<file path="src/rtl/pacman_pkg.sv">
// pacman_pkg: encodings shared by the game logic and the sprite renderer.
package pacman_pkg;
    localparam logic [3:0] DIR_RIGHT = 4'b0001;
    localparam logic [3:0] DIR_UP    = 4'b0010;
    localparam logic [3:0] DIR_DOWN  = 4'b0100;
    localparam logic [3:0] DIR_LEFT  = 4'b1000;
    localparam logic [2:0] SPR_NONE   = 3'd0;
    localparam logic [2:0] SPR_PACMAN = 3'd1;
    localparam logic [2:0] SPR_BLINKY = 3'd2;
    localparam logic [2:0] SPR_PINKY  = 3'd3;
    localparam logic [2:0] SPR_INKY   = 3'd4;
    localparam logic [2:0] SPR_CLYDE  = 3'd5;
    typedef enum logic [1:0] {OR_RIGHT, OR_UP, OR_DOWN, OR_LEFT} orient_t;
    typedef enum logic [1:0] {ALIVE, DYING, DEAD} death_state_t;
    function automatic orient_t dir_to_orient(input logic [3:0] dir);
        return dir == DIR_UP ? OR_UP : dir == DIR_DOWN ? OR_DOWN : dir == DIR_LEFT ? OR_LEFT : OR_RIGHT;
    endfunction
endpackage

</file>
<file path="src/rtl/sprite_box_hit.sv">
// sprite_box_hit: registered box test and in-box offset for one sprite.
module sprite_box_hit #(
    parameter int SPRITE_SIZE = 32
) (
    input  logic        clk,
    input  logic        rst,
    input  logic [10:0] x,
    input  logic [9:0]  y,
    input  logic [10:0] hcount,
    input  logic [9:0]  vcount,
    output logic        hit,
    output logic [4:0]  u,
    output logic [4:0]  v
);
    logic [11:0] x_end;
    logic [10:0] y_end;
    // one extra bit so a box at the far edge does not wrap to 0
    assign x_end = {1'b0, x} + 12'(SPRITE_SIZE - 1);
    assign y_end = {1'b0, y} + 11'(SPRITE_SIZE - 1);
    always_ff @(posedge clk or negedge rst)
        if (!rst) begin
            hit <= 1'b0;
            u   <= '0;
            v   <= '0;
        end else begin
            hit <= hcount >= x && {1'b0, hcount} <= x_end && vcount >= y && {1'b0, vcount} <= y_end;
            u   <= 5'(hcount - x);
            v   <= 5'(vcount - y);
        end
endmodule

</file>
<file path="src/rtl/sprite_renderer.sv">
// sprite_renderer: per-frame sprite snapshot, 2-cycle pixel hit pipeline with
// fixed priority, and the pacman death-blink sequence.
module sprite_renderer
    import pacman_pkg::*;
#(
    parameter int SPRITE_SIZE  = 32,
    parameter int DEATH_FRAMES = 60,
    parameter int FLASH_PERIOD = 8
) (
    input  logic        clk,
    input  logic        rst,
    input  logic        frame_start,
    input  logic        pix_valid,
    input  logic [10:0] hcount,
    input  logic [9:0]  vcount,
    input  logic [10:0] pacman_pos_x,
    input  logic [10:0] blinky_pos_x,
    input  logic [10:0] pinky_pos_x,
    input  logic [10:0] inky_pos_x,
    input  logic [10:0] clyde_pos_x,
    input  logic [9:0]  pacman_pos_y,
    input  logic [9:0]  blinky_pos_y,
    input  logic [9:0]  pinky_pos_y,
    input  logic [9:0]  inky_pos_y,
    input  logic [9:0]  clyde_pos_y,
    input  logic        pacman_is_dead,
    input  logic [3:0]  pacman_moving_dir,
    output logic        pix_valid_out,
    output logic [2:0]  sprite_id,
    output logic [4:0]  pix_u,
    output logic [4:0]  pix_v,
    output logic [1:0]  pac_orient,
    output logic        game_over
);
    localparam int FB = $clog2(FLASH_PERIOD);
    localparam int CW = $clog2(DEATH_FRAMES) > FB ? $clog2(DEATH_FRAMES) : FB + 1;

    logic [10:0]  pos_x [5];
    logic [9:0]   pos_y [5];
    logic [10:0]  snap_x [5];
    logic [9:0]   snap_y [5];
    orient_t      orient;
    logic [4:0]   hit;
    logic [4:0]   hu [5];
    logic [4:0]   hv [5];
    logic         v1;
    death_state_t state;
    logic [CW-1:0] frame_cnt, cnt_inc;
    logic         pac_visible;
    logic [2:0]   sel_id;
    logic [4:0]   sel_u, sel_v;

    assign pos_x = '{pacman_pos_x, blinky_pos_x, pinky_pos_x, inky_pos_x, clyde_pos_x};
    assign pos_y = '{pacman_pos_y, blinky_pos_y, pinky_pos_y, inky_pos_y, clyde_pos_y};
    assign pac_orient = orient;
    assign cnt_inc = frame_cnt + CW'(1);

    always_ff @(posedge clk or negedge rst)
        if (!rst) begin
            for (int i = 0; i < 5; i++) begin
                snap_x[i] <= '0;
                snap_y[i] <= '0;
            end
            orient <= OR_RIGHT;
        end else if (frame_start) begin
            snap_x <= pos_x;
            snap_y <= pos_y;
            if ($onehot(pacman_moving_dir)) orient <= dir_to_orient(pacman_moving_dir);
        end

    for (genvar k = 0; k < 5; k++) begin : g_box
        sprite_box_hit #(.SPRITE_SIZE(SPRITE_SIZE)) u_box (
            .clk(clk), .rst(rst), .x(snap_x[k]), .y(snap_y[k]),
            .hcount(hcount), .vcount(vcount), .hit(hit[k]), .u(hu[k]), .v(hv[k])
        );
    end

    // the first FLASH_PERIOD frames of dying are hidden, then it alternates
    always_ff @(posedge clk or negedge rst)
        if (!rst) begin
            state       <= ALIVE;
            frame_cnt   <= '0;
            pac_visible <= 1'b1;
            game_over   <= 1'b0;
        end else if (frame_start)
            case (state)
                ALIVE:
                    if (pacman_is_dead) begin
                        state       <= DYING;
                        frame_cnt   <= '0;
                        pac_visible <= 1'b0;
                    end
                DYING:
                    if (frame_cnt == CW'(DEATH_FRAMES - 1)) begin
                        state       <= DEAD;
                        pac_visible <= 1'b0;
                        game_over   <= 1'b1;
                    end else begin
                        frame_cnt   <= cnt_inc;
                        pac_visible <= cnt_inc[FB];
                    end
                default: ;
            endcase

    always_comb begin
        sel_id = SPR_NONE;
        sel_u  = '0;
        sel_v  = '0;
        for (int i = 4; i >= 0; i--)
            if (hit[i] && (i != 0 || pac_visible)) begin
                sel_id = 3'(i + 1);
                sel_u  = hu[i];
                sel_v  = hv[i];
            end
    end

    always_ff @(posedge clk or negedge rst)
        if (!rst) begin
            v1            <= 1'b0;
            pix_valid_out <= 1'b0;
            sprite_id     <= SPR_NONE;
            pix_u         <= '0;
            pix_v         <= '0;
        end else begin
            v1            <= pix_valid;
            pix_valid_out <= v1;
            sprite_id     <= v1 ? sel_id : SPR_NONE;
            pix_u         <= v1 ? sel_u : 5'd0;
            pix_v         <= v1 ? sel_v : 5'd0;
        end
endmodule

</file>
<file path="config.mk">
export PLATFORM = sky130hd
export DESIGN_NAME = sprite_renderer
export DESIGN_NICKNAME = d
export VERILOG_FILES = /design/src/rtl/pacman_pkg.sv /design/src/rtl/sprite_box_hit.sv /design/src/rtl/sprite_renderer.sv
export SDC_FILE = /design/constraint.sdc
export NUM_CORES = 1
export LEC_CHECK = 0
export ABC_AREA = 0
export CAP_MARGIN = 20
export CORE_AREA = 3 3 176 178
export CTS_BUF_LIST = sky130_fd_sc_hd__clkbuf_16
export DETAILED_ROUTE_END_ITERATION = 10
export DIE_AREA = 0 0 179 181
export HOLD_SLACK_MARGIN = 0.06
export PLACE_DENSITY_LB_ADDON = 0.08
export SETUP_SLACK_MARGIN = 0.1
export SLEW_MARGIN = 20
export SYNTH_ARGS = -nofsm -noshare
export SYNTH_HDL_FRONTEND = slang
export SYNTH_SLANG_ARGS = --single-unit
export TNS_END_PERCENT = 10
</file>
<file path="constraint.sdc">
create_clock -name clk -period 5 [get_ports clk]
set_input_delay 1 -clock clk [delete_from_list [all_inputs] [get_ports clk]]
set_output_delay 1 -clock clk [all_outputs]
set_load 0.05 [all_outputs]
</file>
==> qor.yml, run 1 <==
timing:
  clock_skew_ns: 0.0132
  post-route-period-util_pct: 63.7
  fin_tns_setup_ns: 0
  setup_viol_count_final: 0
  drv_slew: 0
  hold_viol: 0
  fmax_ghz: 0.314
  fin_crit_ns: 3.18
  rsz0062_at_grt: "no"
  relSlewSlack_pct: 35.8
  worstMarginPinSlew_ns: 0.963
floorplan:
  die_h_um: 181
  start_util_pct: 45.7
  io_pins: 152
  dieArea_um2: 32400
  die_x_um: 179
  core_area_um2: 29600
  placementRows: 63
worst_setup_path:
  path_delay_family: "compound AO/OA/AOI/OAI gates"
  slowest_delay_ns: 0.89
  cp-start-kind: "primary input"
  timing_worst_setup_path_type: "in2reg"
  arrival_ns: 3.52
  path_max_fanout: 10
  cp-end-kind: "register"
  crit_required_ns: 5.34
  cp_cell_sequence: "clkdlybuf4s50_1, ha_1, nor2b_1, o21a_1, o41ai_2, a21oi_1, a2111o_1, and4b_1"
  cp_slowest_cell: "clkdlybuf4s50_1"
  cp_num_buf_inv: 1
drt:
  wire_per_inst_um: 17.6
  dr.max_layer_used: "met4"
  dr.pass1.iters: 5
  num_vias: 10900
  wl_met2_mm: 17.0
  drcViolationCount: 0
  drtAntennaViolNets: 0
  routed_wl_mm: 35.6
  drtIter0Drc: 504
  drt-met1-wl_mm: 16.8
  met3WireLength_mm: 1.17
  vias_per_cell: 5.39
power:
  power.leakage_uw: 0.00742
  fin_total_pwr_uw: 4800
  power_density_nw_per_um2: 300
  ir_drop_mv: 0.293
outcome:
  status: "complete, no violations"
logic_synthesis:
  synth_edf_count: 0
  postSynthAreaPerCell_um2: 9.15
  synth.most_common_cell: "ha_1"
  netlist_instances: 1476
  synth_top_area_share_pct: 34.5
  synth_warnings: 0
  synth_area_leaders: "dfrtp_1, ha_1, xnor2_1"
  ys_ff_latch: 187
  synth.top_cells.by_count: "ha_1, dfrtp_1, nand2_1"
  syn-cell-area_um2: 13500
  synth_cell_type_count: 62
  synth_nets: 1847
  synth_ff_type: "dfrtp_1"
  synth_top_area_cell: "dfrtp_1"
  async_flop_share_pct: 100
  seq_area_frac_synth_pct: 34.7
cells_and_area:
  fillers: 2747
  syn_to_final_growth_pct: 18.5
  nets: 1990
  drive_gt1_share_pct: 3.13
  diodes: 0
clocking:
  h-tree-depth: 4
  cts_tree: "built"
  cts-buffers-inserted: 17
  clk_latency_ns: 0.45
  cts.path.max_buffers: 2
  cts.sinks: 187
  cts_resized: 0
  cts_setup_buffers: 0
  root_buffer: "clkbuf_16"
  cts_hold_buf: 0
  clk_pin_slew_ns: 0.08
global_route:
  gr-total-overflow: 0
  antenna_found_initial: 0
  grt_max_degree: 117
  grt_usage_pct: 22.6
  grt_pass1_wl_mm: 57.6
  grt_pass1_vias: 11100
min_path:
  hold_path_class: "reg2reg"
job:
  max_cap_viol_count: 0
placed_design:
  hpwl_mm: 26.8
  numPortBuffers: 151
  gp_congestion: 0.861
[worst reg2reg max path, stage by stage (launching register included)]
cell     delay (ns)
dfrtp_1        0.43
inv_1          0.12
ha_1           0.20
nand3_1        0.13
o21ai_1        0.28
nor2_1         0.10
xnor2_1        0.15
ha_1           0.31
nand4_1        0.13
or4_1          0.53
o21ai_0        0.09
o32ai_1        0.11
and4b_1        0.24
[metal layers]
| layer | vias to the layer above | global-route usage, % |
|---|---|---|
| met5 | - | 0 |
| li1 | 5478 | - |
| met2 | 186 | 37.4 |
| met4 | 0 | 5.77 |
| met1 | 5195 | 31.2 |
| met3 | 39 | 3.03 |
[logic make-up (layout without fill, tap and decap cells)]
group / after synthesis / after routing / synth area share (%)
AO/OA/AOI/OAI: 385 / 385 / 17.6
buffers and inverters: 179 / 335 / 4.99
multiplexers: 1 / 1 / 0.0741
flip-flops: 187 / 187 / 34.7
XOR/XNOR: 112 / 112 / 7.27
AND/OR/NAND/NOR: 376 / 376 / 12.9
adder cells (fa/ha/maj): 236 / 236 / 22.5
[area by class of cell]
type	count	area, µm²	area share (%)
Timing Repair Buffer	157	1570	9.84
Clock inverter	15	138	0.860
Sequential cell	187	4680	29.3
Inverter	146	548	3.42
Multi-Input combinational cell	1110	8150	50.9
Tap cell	390	488	3.05
Clock buffer	17	425	2.66
[placed cells by master (no fill, tap or decap), drive strengths merged, types with 5 or more instances in the layout]
cell type,instances
ha,225
o211ai,17
a31oi,17
xnor2,108
o21ai,155
nand2b,8
nand4,30
and3,5
fa,11
inv,154
nor3,35
clkdlybuf4s50,149
nand3,21
nor2b,10
buf,7
nor2,55
a21oi,74
a21o,43
o211a,12
a2111oi,6
a211oi,9
dfrtp,186
nand2,179
or2,7
a22oi,9
clkbuf,18
o21a,12
[flip-flops by register name, summed over array words and instances (netlist names), 3 cells and up]
signal and cells:
snap_x 55, snap_y 50, g_box.u_box.u 25, g_box.u_box.v 25, frame_cnt 6, g_box.u_box.hit 5, pix_u 5, pix_v 5
sprite_id 3
[final timing paths]
check	to	slack, ns	start	cells past startpoint
max in group asynchronous	snap_y[45]$_DFFE_PN0P_	3.33	rst	2
max reg2reg	g_box[2].u_box.hit$_DFF_PN0_	2.14	snap_y[21]$_DFFE_PN0P_	12
min reg2reg	game_over$_DFFE_PN0P_	0.47	game_over$_DFFE_PN0P_	1
min	game_over$_DFFE_PN0P_	0.47	game_over$_DFFE_PN0P_	1
max	g_box[2].u_box.hit$_DFF_PN0_	1.82	vcount[2]	8
min in group asynchronous	snap_x[13]$_DFFE_PN0P_	0.71	rst	1
[stage by stage]
| step | hold slack [ns] | setup WS [ns] | instance area [µm²] | util [%] | std cells |
|---|---|---|---|---|---|
| floorplan | 0.385 | 2.18 | 13500 | - | 1476 |
| global placement | 0.454 | 1.37 | 15400 | 52.2 | 1990 |
| detailed placement | 0.461 | 1.35 | 15400 | 52.2 | 1990 |
| CTS | 0.478 | 1.80 | 16000 | 54.1 | 2022 |
| global route | 0.489 | 1.65 | 16000 | 54.1 | 2022 |
| finish | 0.469 | 1.82 | 16000 | 54.1 | 2022 |
[where the power goes]
part / leakage [µW] / internal, µW / switching (µW) / total, µW
Combinational: 0.00487 / 696 / 860 / 1560
Sequential: 0.00227 / 1730 / 158 / 1890
Clock: 0.000278 / 697 / 657 / 1350
Power figures use the tool's default switching activity.
==> inputs of run 2 (changes only) <==
clock period = 2.7 ns   (was 5 ns; I/O delays follow)
==> run 2 against run 1 <==
  * Register-to-register slack lost 1.9 ns
  * Critical path depth increased by 5
  * Via count grew 4.1%
  * Core utilization is 4.5 points higher
  * Die area stayed put
  * Sequential share of layout area shrank 2.2 points
  * Global-route usage grew 0.34 points
  * Wire length up 3.1%
==> qor.yml, run 2 (synthesized netlist as in run 1, its figures left out) <==
drt:
  num_vias: 11400
  vias_per_cell: 5.30
  drtIter0Drc: 572
  drcViolationCount: 0
  wire_per_inst_um: 17.2
  drtAntennaViolNets: 0
  routed_wl_mm: 36.7
  dr.pass1.iters: 4
cells_and_area:
  syn_to_final_growth_pct: 28.4
  final_cell_mix: "ha_1, dfrtp_1, nand2_1"
  diodes: 0
  largest_reg_flops: 55
  reg_top3: "snap_x: 55 flops, snap_y: 50 flops"
  final_common_cell: "ha_1"
  top_register: "snap_x"
  final_core_util_pct: 58.6
  drive_gt1_share_pct: 12.7
  fillers: 2637
  nets: 2109
clocking:
  cts_tree: "built"
  clk_pin_slew_ns: 0.07
  clk_latency_ns: 0.44
  root_buffer: "clkbuf_16"
  h-tree-depth: 4
  cts-buffers-inserted: 17
  cts.path.max_buffers: 2
  cts.sinks: 187
global_route:
  grt_pass1_wl_mm: 58.6
  gr-total-overflow: 0
  antenna_found_initial: 0
  grt_pass1_vias: 11200
  grt_max_degree: 128
  grt_usage_pct: 22.9
timing:
  hold_viol: 0
  fmax_ghz: 0.400
  rsz0062_at_grt: "yes"
  clock_skew_ns: 0.0117
  post-route-period-util_pct: 92.6
  setup_viol_count_final: 0
  fin_tns_setup_ns: 0
  worstMarginPinSlew_ns: 0.700
  fin_crit_ns: 2.50
  drv_slew: 0
  relSlewSlack_pct: 53.3
worst_setup_path:
  arrival_ns: 2.81
  cp-start-kind: "register"
  cp-end-kind: "register"
  timing_worst_setup_path_type: "reg2reg"
  crit_required_ns: 3.01
  path_max_fanout: 3
min_path:
  hold_path_class: "in2async"
placed_design:
  numPortBuffers: 151
  gp_congestion: 0.851
  hpwl_mm: 28.3
power:
  power_density_nw_per_um2: 542
  fin_total_pwr_uw: 9400
  ir_drop_mv: 0.453
  power.leakage_uw: 0.00811
job:
  max_cap_viol_count: 0
floorplan:
  die_h_um: 181
  start_util_pct: 45.7
  placementRows: 63
  io_pins: 152
  dieArea_um2: 32400
  core_area_um2: 29600
  die_x_um: 179
outcome:
  status: "complete, no violations"
## run 2: final timing paths
check / startpoint / endpoint / slack [ns] / cells after the start
min in group clk: game_over$_DFFE_PN0P_ / game_over$_DFFE_PN0P_ / 0.47 / 1
hold / removal: rst / snap_x[14]$_DFFE_PN0P_ / 0.09 / 1
setup reg to reg: snap_x[34]$_DFFE_PN0P_ / g_box[1].u_box.hit$_DFF_PN0_ / 0.20 / 13
hold reg to reg: game_over$_DFFE_PN0P_ / game_over$_DFFE_PN0P_ / 0.47 / 1
max in group asynchronous: rst / snap_x[45]$_DFFE_PN0P_ / 1.73 / 2
setup / recovery: snap_x[34]$_DFFE_PN0P_ / g_box[1].u_box.hit$_DFF_PN0_ / 0.20 / 13
## run 2: power by group
| part | total (µW) | switching [µW] | internal [µW] |
|---|---|---|---|
| clock | 2660 | 1120 | 1540 |
| combinational | 3250 | 1710 | 1540 |
| sequential | 3490 | 278 | 3210 |
| total | 9400 | 3120 | 6290 |
## run 2: layout make-up
type                       count  area (µm²)  area share, %
multi-input combinational   1110        8410           48.5
sequential                   187        4690           27.0
timing repair buffer         276        2590           15.0
inverter                     146         548           3.16
tap                          390         488           2.82
clock buffer                  17         425           2.45
clock inverter                14         183           1.05
## run 2: routing by layer
| metal | vias up | wire length [µm] | GRT usage, % |
|---|---|---|---|
| met5 | - | 0 | 0 |
| met4 | 0 | 771 | 6.30 |
| met3 | 37 | 1090 | 2.94 |
| met2 | 179 | 17300 | 37.1 |
| met1 | 5420 | 17600 | 32.4 |
| li1 | 5714 | - | - |
## run 2: through the flow
stage          std cells  hold slack (ns)  setup WS (ns)  area, µm²
6_report            2140           0.0946          0.200      17300
3_5_place_dp        2095            0.463         -0.337      16400
4_1_cts             2126            0.117         0.0798      17000
2_1_floorplan       1476            0.244          0.150      13500
5_1_grt             2140            0.137         0.0559      17300
3_3_place_gp        2095            0.458         -0.204      16400
## run 2: worst max-delay path, cell delays in order (launching register included)
cell and delay, ns:
dfrtp_2 0.41, inv_2 0.06, ha_2 0.18, a31oi_2 0.20, buf_4 0.15, buf_4 0.09, nand3_1 0.08, xnor2_1 0.14
ha_1 0.30, and3_1 0.17, nand4_1 0.08, o211ai_1 0.11, a31oi_2 0.31, nor4_2 0.09
## run 2: timing repair
action,4_1_cts,5_1_grt
buffers inserted,0,14
resized for setup,7,60
pin swaps,1,17
hold buffers,0,0
setup endpoints to repair,3,5
